## src/rtl/if_pkg.sv

```systemverilog
// if_pkg: shared types and constants for the instruction-fetch stage
package if_pkg;

    localparam logic [31:0] NOP_INSTR = 32'h0000_0013;

    typedef struct packed {
        logic [31:0] pc;
        logic [31:0] instr;
    } fetch_entry_t;

    function automatic logic [31:0] word_align(input logic [31:0] addr);
        return addr & ~32'h3;
    endfunction

endpackage

```

## src/rtl/fetch_fifo.sv

```systemverilog
// fetch_fifo: synchronous FIFO with single-cycle flush, occupancy count and full/empty flags
module fetch_fifo #(
    parameter int WIDTH = 32,
    parameter int DEPTH = 2
) (
    input  logic                     clk,
    input  logic                     rst,
    input  logic                     push,
    input  logic                     pop,
    input  logic                     flush,
    input  logic [WIDTH-1:0]         din,
    output logic [WIDTH-1:0]         dout,
    output logic [$clog2(DEPTH):0]   count,
    output logic                     full,
    output logic                     empty
);

    localparam int AW = $clog2(DEPTH);
    localparam int CW = AW + 1;

    logic [WIDTH-1:0] mem [DEPTH];
    logic [AW-1:0]    wr_ptr;
    logic [AW-1:0]    rd_ptr;
    logic             do_push;
    logic             do_pop;

    assign full    = count == CW'(DEPTH);
    assign empty   = count == '0;
    assign do_push = push && !full && !flush;
    assign do_pop  = pop && !empty && !flush;
    assign dout    = mem[rd_ptr];

    // Pointers and occupancy; flush discards everything in one cycle
    always_ff @(posedge clk or posedge rst) begin
        if (rst) begin
            wr_ptr <= '0;
            rd_ptr <= '0;
            count  <= '0;
        end else if (flush) begin
            wr_ptr <= '0;
            rd_ptr <= '0;
            count  <= '0;
        end else begin
            wr_ptr <= wr_ptr + AW'(do_push);
            rd_ptr <= rd_ptr + AW'(do_pop);
            count  <= count + CW'(do_push) - CW'(do_pop);
        end
    end

    // Storage is written only on an accepted push, so it needs no reset
    always_ff @(posedge clk) begin
        if (do_push) mem[wr_ptr] <= din;
    end

endmodule

```

## src/rtl/if_fetch_stage.sv

```systemverilog
// if_fetch_stage: fetch PC, credit-limited imem requests, PC tagging and decode-side buffering
module if_fetch_stage
    import if_pkg::*;
#(
    parameter logic [31:0] RESET_PC   = 32'h0000_0000,
    parameter int          FIFO_DEPTH = 2
) (
    input  logic        clk,
    input  logic        rst,
    output logic        imem_req,
    output logic [31:0] imem_addr,
    input  logic        imem_ready,
    input  logic        imem_rvalid,
    input  logic [31:0] imem_rdata,
    input  logic        ex_redirect,
    input  logic [31:0] ex_redirect_target,
    input  logic        id_stall,
    output logic        if_valid,
    output logic [31:0] if_instr,
    output logic [31:0] if_pc
);

    localparam int CW = $clog2(FIFO_DEPTH) + 1;

    logic [31:0]   fetch_pc;
    logic [31:0]   fetch_pc_next;
    logic [CW-1:0] in_flight;
    logic [CW-1:0] in_flight_next;
    logic [CW-1:0] drop_cnt;
    logic [CW-1:0] drop_cnt_next;
    logic [CW-1:0] tag_count;
    logic [CW-1:0] entry_count;
    logic [CW:0]   occupancy;
    logic          tag_full;
    logic          tag_empty;
    logic          entry_full;
    logic          entry_empty;
    logic [31:0]   tag_head;
    fetch_entry_t  entry_in;
    fetch_entry_t  entry_head;
    logic          accept;
    logic          resp;
    logic          keep;
    logic          pop;

    // Credit covers both outstanding requests and buffered entries, so the buffer cannot overflow
    assign occupancy = {1'b0, in_flight} + {1'b0, entry_count};
    assign imem_req  = !rst && !ex_redirect && occupancy < (CW+1)'(FIFO_DEPTH);
    assign imem_addr = fetch_pc;
    assign accept    = imem_req && imem_ready;
    assign resp      = imem_rvalid && in_flight != '0;
    assign keep      = resp && drop_cnt == '0 && !ex_redirect;
    assign if_valid  = !entry_empty && !ex_redirect;
    assign pop       = if_valid && !id_stall;
    assign if_instr  = if_valid ? entry_head.instr : NOP_INSTR;
    assign if_pc     = if_valid ? entry_head.pc : '0;
    assign entry_in  = '{pc: tag_head, instr: imem_rdata};

    // PC of every live request; dropped responses have had their tags flushed already
    fetch_fifo #(.WIDTH(32), .DEPTH(FIFO_DEPTH)) u_tag_q (
        .clk   (clk),
        .rst   (rst),
        .push  (accept),
        .pop   (keep),
        .flush (ex_redirect),
        .din   (fetch_pc),
        .dout  (tag_head),
        .count (tag_count),
        .full  (tag_full),
        .empty (tag_empty)
    );

    fetch_fifo #(.WIDTH($bits(fetch_entry_t)), .DEPTH(FIFO_DEPTH)) u_entry_q (
        .clk   (clk),
        .rst   (rst),
        .push  (keep),
        .pop   (pop),
        .flush (ex_redirect),
        .din   (entry_in),
        .dout  (entry_head),
        .count (entry_count),
        .full  (entry_full),
        .empty (entry_empty)
    );

    // Next PC and counters; a redirect marks every response still owed (net of this cycle's) for dropping
    always_comb begin
        fetch_pc_next  = ex_redirect ? word_align(ex_redirect_target)
                       : accept      ? fetch_pc + 32'd4
                       :               fetch_pc;
        in_flight_next = in_flight + CW'(accept) - CW'(resp);
        drop_cnt_next  = ex_redirect               ? in_flight - CW'(resp)
                       : (resp && drop_cnt != '0)  ? drop_cnt - CW'(1)
                       :                             drop_cnt;
    end

    // Fetch state registers
    always_ff @(posedge clk or posedge rst) begin
        if (rst) begin
            fetch_pc  <= RESET_PC;
            in_flight <= '0;
            drop_cnt  <= '0;
        end else begin
            fetch_pc  <= fetch_pc_next;
            in_flight <= in_flight_next;
            drop_cnt  <= drop_cnt_next;
        end
    end

    // Interface and bookkeeping invariants
    a_addr_aligned: assert property (@(posedge clk) disable iff (rst) imem_addr[1:0] == 2'b00);
    a_credit:       assert property (@(posedge clk) disable iff (rst) occupancy <= (CW+1)'(FIFO_DEPTH));
    a_req_hold:     assert property (@(posedge clk) disable iff (rst)
                        imem_req && !imem_ready |=> ex_redirect || (imem_req && $stable(imem_addr)));
    a_rvalid_owed:  assert property (@(posedge clk) disable iff (rst) imem_rvalid |-> in_flight != '0);
    a_tag_room:     assert property (@(posedge clk) disable iff (rst) accept |-> !tag_full);
    a_tag_present:  assert property (@(posedge clk) disable iff (rst) keep |-> !tag_empty);
    a_entry_room:   assert property (@(posedge clk) disable iff (rst) keep |-> !entry_full);
    a_tags_track:   assert property (@(posedge clk) disable iff (rst) tag_count == in_flight - drop_cnt);

endmodule

```

## config.mk

```make
export PLATFORM = sky130hd
export DESIGN_NAME = if_fetch_stage
export DESIGN_NICKNAME = d
export VERILOG_FILES = /design/src/rtl/if_pkg.sv /design/src/rtl/fetch_fifo.sv /design/src/rtl/if_fetch_stage.sv
export SDC_FILE = /design/constraint.sdc
export NUM_CORES = 1
export LEC_CHECK = 0
export CAP_MARGIN = 40
export CORE_MARGIN = 2
export CORE_UTILIZATION = 39
export DETAILED_ROUTE_END_ITERATION = 10
export HOLD_SLACK_MARGIN = 0.1
export PLACE_DENSITY_LB_ADDON = 0.15
export SETUP_SLACK_MARGIN = 0.4
export SLEW_MARGIN = 20
export SYNTH_ARGS = -nofsm -noshare
export SYNTH_HDL_FRONTEND = slang
export SYNTH_SLANG_ARGS = --single-unit
```

## constraint.sdc

```tcl
create_clock -name clk -period 6.5 [get_ports clk]
set_input_delay 0.65 -clock clk [delete_from_list [all_inputs] [get_ports clk]]
set_output_delay 0.65 -clock clk [all_outputs]
set_load 0.005 [all_outputs]
```

==> impl_metrics.ini, run 1 <==
[status]
outcome = finished, final reports clean

[synth]
synthMuxAreaShare_pct = 10.6
synthCells = 655
yosysSeqAreaShare_pct = 69.6
synth_top_family_by_area = multiplexers
synthXorXnorAreaFrac_pct = 0.835
ys_seq_elements = 226
ys_async_sr_fraction_pct = 18.6
synth_area_per_cell_um2 = 14.4
synth_area_um2 = 9450
synthFlopType = edfxtp_1
synthAdderAreaFrac_pct = 1.93
synth-simple-area-share_pct = 9.64
yosysWarningCount = 0
synth_cell_type_count = 55
synth-compound-area-share_pct = 4.82
synth-edff-count = 184

[route]
num_vias = 5834
drtPass1Iterations = 5
ant_nets = 0
wl_per_cell_um = 17.7
drc = 0
routed_via_density = 5.04
wirelength_um = 20500
drtIter0Drc = 318

[die]
core_area_um2 = 23600
die_area_um2 = 25500
die_w_um = 160
initial_utilization_pct = 40.0
rows = 56
io_pins = 168
die_height_um = 160

[timing]
finalClockSkew_ns = 0.0121
relSlewSlack_pct = 50.8
setup_viol = 0
finalHoldViolCount = 0
grt_setup_unrepaired = false
period_needed_ns = 3.73
max_clock_freq_mhz = 268
tns_ns = 0
slew_viol_final = 0
tightest_slew_ns = 0.737
fin_crit_sh_pct = 57.3
whs_ns = 0.531

[setup_path]
cp-start-kind = register
cp_slowest_cell = ha_1
cp_data_arrival_time_ns = 3.91
crit_chain = inv_1, nor2_1, fa_1, nor4_4, and2_1, buf_4, inv_2, a21oi_1, ha_1, buf_4
critPathTopFamily = adder cells
rr_worst_depth = 10
crit_path_end_kind = register
cp.depth = 10
cpMostUsedCell = buf_4
cp_data_required_time_ns = 6.68
path_class = register to register
path_buf_inv = 4
slowest_delay_ns = 0.66
worstPathMaxFanout = 22
ff2ff_setup_slack_ns = 2.77

[placement]
portBuffers = 161
dp.cells = 1114
dpl.hpwl_um = 13800
place.gp.congestion = 0.795

[global_routing]
overflow = 0
grt_pass1_wl_um = 32300
grt_max_degree = 61
track_usage_pct = 15.9
grt_antenna_before_repair = 0
grt_pass1_vias = 5918

[finish]
area_growth_syn_to_layout_pct = 30.1
drive_above_1_share_pct = 10.6
finish.utilization_pct = 52.0
regArea_um2 = 6580
fillCellCount = 1994
layout.nets = 905
multi_input_area_um2 = 2670
n_antenna_cell = 0
post_layout_nonfiller_instances = 1158

[cts]
cts_htree_levels = 1
numClockSinks = 226
clk_path_buf_depth = 3
postCtsHoldBufs = 0
clk_latency_ns = 0.51
cts_root_buf = clkbuf_16
tritoncts = built
clkSlewWorstSetupHoldPaths_ns = 0.06
ctsResizeCount = 0
numCtsBuffers = 24
postCtsSetupBuffers = 0

[hold_path]
hold_path_depth = 1
holdCritPathClass = register to register

[job]
max_cap_violations = 0

[pwr]
p_per_area_nw_per_um2 = 305
ir_worst_vdd_mv = 0.196
p_leak_uw = 0.00419
layout make-up:
cell class	count	share of cell area, %
sequential	226	53.6
multi-input combinational	378	21.7
timing repair buffer	172	14.2
clock buffer	32	5.39
tap	319	3.25
clock inverter	12	1.33
inverter	19	0.581
stage by stage:
step | setup slack (ns) | total power, uW | cell area, um^2
6_report | 2.77 | 3740 | 12300
5_1_grt | 2.53 | 3910 | 12300
4_1_cts | 2.72 | 3790 | 12300
3_5_place_dp | 2.64 | 2380 | 11500
3_3_place_gp | 2.71 | 2350 | 11400
2_1_floorplan | 2.84 | 2100 | 9460
layout by cell type (no fill, tap or decap), types with 9 or more instances in the layout:
| master | netlist | final |
|---|---|---|
| edfxtp_1 | 184 | 184 |
| clkdlybuf4s50_1 | 0 | 160 |
| o211ai_1 | 9 | 9 |
| nor2b_1 | 9 | 9 |
| nand3_1 | 15 | 15 |
| ha_1 | 13 | 11 |
| nand2_1 | 39 | 39 |
| dfrtp_1 | 42 | 41 |
| nor2_1 | 78 | 78 |
| mux2_2 | 30 | 30 |
| clkbuf_16 | 0 | 25 |
| o21ai_0 | 24 | 24 |
| mux2i_1 | 66 | 66 |
| inv_1 | 18 | 18 |
| nand4_1 | 10 | 10 |
worst paths after layout:
path                                               from                      endpoint
min in group asynchronous                           rst     imem_addr[14]$_DFFE_PP0P_
min                              in_flight[0]$_DFF_PP0_        in_flight[0]$_DFF_PP0_
max reg2reg                u_entry_q.count[0]$_DFF_PP0_  u_tag_q.mem[0][16]$_DFFE_PP_
min reg2reg                      in_flight[0]$_DFF_PP0_        in_flight[0]$_DFF_PP0_
max in group asynchronous                           rst    u_entry_q.rd_ptr$_DFF_PP0_
max                        u_entry_q.count[0]$_DFF_PP0_  u_tag_q.mem[0][16]$_DFFE_PP_
Yosys cell counts, drive strengths merged, types with 5 or more instances:
library cell / instances / share of area (%)
edfxtp: 184 / 58
nor2: 79 / 3.2
mux2i: 66 / 7.0
dfrtp: 42 / 11
nand2: 39 / 1.5
mux2: 30 / 3.6
o21ai: 24 / 1.3
buf: 19 / 1.1
inv: 19 / 0.75
clkbuf: 16 / 0.64
nand3: 16 / 0.90
ha: 13 / 1.7
nand4: 11 / 0.79
nor2b: 9 / 0.60
o211ai: 9 / 0.72
a21oi: 8 / 0.42
o311ai: 8 / 0.74
nor4: 6 / 0.62
a41oi: 5 / 0.46
xnor2: 5 / 0.46
cells by family (layout without fill, tap and decap cells):
logic type,count (synthesis),count (layout)
AOI/OAI and AO/OA,68,68
other,1,4
xor gates and xnor gates,9,9
muxes,96,96
adders and majority gates,14,14
DFF,226,226
and+or+nand+nor,187,187
buffers and inverters,54,235
layer usage:
layer  wire, um  vias to the layer above  global-route usage, %
li1           -                     2763                      -
met1       8870                     2844                   20.7
met2       9940                      191                   27.1
met3       1230                       36                   3.12
met4        488                        0                   4.71
met5          0                        -                      0
sequential cells by signal, summed over array words and instances (netlist names):
name and cells:
drop_cnt 2, u_tag_q.mem 60, in_flight 2, u_tag_q.wr_ptr 1, u_tag_q.count 2, u_entry_q.count 2
imem_addr 30, u_entry_q.mem 124, u_tag_q.rd_ptr 1, u_entry_q.rd_ptr 1, u_entry_q.wr_ptr 1
report_power, final:
part | internal [uW] | switching [uW]
Clock | 873 | 526
Sequential | 1690 | 98.7
Combinational | 291 | 266
No activity file was read; power rests on OpenSTA's default activity.
==> inputs of run 2 (changes only) <==
Clock period 6.5 ns to 3.5 ns, I/O delays scaled along.
==> run 2 against run 1 <==
  * Worst hold slack worse by 0.32 ns
  * Largest cell class unchanged
  * Routed wire length up 2.8%
  * Sequential share of layout area about the same
  * Register-to-register slack worse by 2.2 ns
==> impl_metrics.ini, run 2 (synthesized netlist as in run 1, its figures left out) <==
[status]
outcome = finished, final reports clean

[timing]
relSlewSlack_pct = 53.3
setup_viol = 0
finalHoldViolCount = 0
fin_crit_sh_pct = 82.5
max_clock_freq_mhz = 346
slew_viol_final = 0
grt_setup_unrepaired = false
tightest_slew_ns = 0.699
finalClockSkew_ns = 0.0105
tns_ns = 0
fin_ws_ns = 0.611
period_needed_ns = 2.89

[cts]
clkSlewWorstSetupHoldPaths_ns = 0.06
postCtsSetupBuffers = 0
ctsResizeCount = 0
cts_root_buf = clkbuf_16
tritoncts = built
cts_htree_levels = 1
clk_path_buf_depth = 3
numCtsBuffers = 24
postCtsHoldBufs = 0
numClockSinks = 226
clk_latency_ns = 0.51

[route]
routed_via_density = 5.10
wl_per_cell_um = 18.2
wirelength_um = 21100
drtIter0Drc = 326
num_vias = 5912
drc = 0
drtPass1Iterations = 6
ant_nets = 0

[hold_path]
holdCritPathClass = input pin to register

[setup_path]
path_class = register to register
crit_path_end_kind = register
cp_data_arrival_time_ns = 3.10
cp-start-kind = register
worstPathMaxFanout = 18
cp_data_required_time_ns = 3.71

[finish]
drive_above_1_share_pct = 11.7
fin_area_um2 = 12300
regMostFlops = u_entry_q.mem
finish.utilization_pct = 52.1
layout_commonest_cell = edfxtp_1
layout.nets = 907
area_growth_syn_to_layout_pct = 30.1
layout_common_cells = edfxtp_1, clkdlybuf4s50_1, nor2_1
n_antenna_cell = 0
largest_reg_flops = 124

[global_routing]
grt_pass1_wl_um = 33100
grt_max_degree = 61
overflow = 0
grt_pass1_vias = 5912
grt_antenna_before_repair = 0
track_usage_pct = 16.4

[die]
die_w_um = 160
initial_utilization_pct = 40.0
io_pins = 168
core_area_um2 = 23600
die_area_um2 = 25500
rows = 56
die_height_um = 160

[pwr]
p_per_area_nw_per_um2 = 559
ir_worst_vdd_mv = 0.281
p_leak_uw = 0.00420

[placement]
postPlaceCellArea_um2 = 11500
place.gp.congestion = 0.838
portBuffers = 161
pre_cts_ws_ns = 0.615
dpl.hpwl_um = 13900

[job]
max_cap_violations = 0
[run 2: routing by layer]
layer	routed length [um]	part of all wire, %	GRT usage, %	vias up
li1	-	-	-	2780
met4	300	1.4	3.68	0
met5	0	0	0	-
met3	1210	5.8	3.22	26
met2	10500	50	27.9	184
met1	9120	43	21.8	2922
[run 2: final cells by class]
type | instances | area [um^2]
Multi-Input combinational cell | 378 | 2670
Clock inverter | 12 | 109
Timing Repair Buffer | 174 | 1770
Inverter | 19 | 71.3
Fill cell | 2002 | 11300
Tap cell | 319 | 399
Sequential cell | 226 | 6580
Clock buffer | 32 | 692
[run 2: worst max-delay path: stages (launching register included)]
cell	delay, ns
dfrtp_1	0.38
inv_1	0.10
nor2_1	0.07
fa_1	0.48
nor4_4	0.27
and2_1	0.22
inv_2	0.05
a21oi_1	0.25
ha_2	0.54
buf_12	0.22
[run 2: final timing paths]
kind / from / to / slack (ns) / depth (start not counted)
setup / recovery: u_entry_q.count[0]$_DFF_PP0_ / u_tag_q.mem[0][16]$_DFFE_PP_ / 0.61 / 9
hold / removal: ex_redirect / imem_addr[27]$_DFFE_PP0P_ / 0.21 / 3
setup reg to reg: u_entry_q.count[0]$_DFF_PP0_ / u_tag_q.mem[0][16]$_DFFE_PP_ / 0.61 / 9
hold reg to reg: in_flight[0]$_DFF_PP0_ / in_flight[0]$_DFF_PP0_ / 0.53 / 1
max in group asynchronous: rst / u_entry_q.rd_ptr$_DFF_PP0_ / 2.66 / 3
min in group asynchronous: rst / imem_addr[27]$_DFFE_PP0P_ / 0.40 / 3
[run 2: through the flow]
step / power, uW / instances / hold WS, ns
after floorplan: 3890 / 658 / 0.449
after global placement: 4380 / 1116 / 0.515
after detailed placement: 4430 / 1116 / 0.524
after CTS: 6970 / 1160 / 0.175
after global routing: 7200 / 1160 / 0.186
final: 6880 / 1160 / 0.207
[run 2: where the power goes]
group / switching [uW] / internal [uW] / total (uW) / leakage [uW]
clock: 985 / 1530 / 2520 / 0.000405
sequential: 166 / 3140 / 3300 / 0.00218
combinational: 514 / 545 / 1060 / 0.00162
total: 1660 / 5210 / 6880 / 0.00420
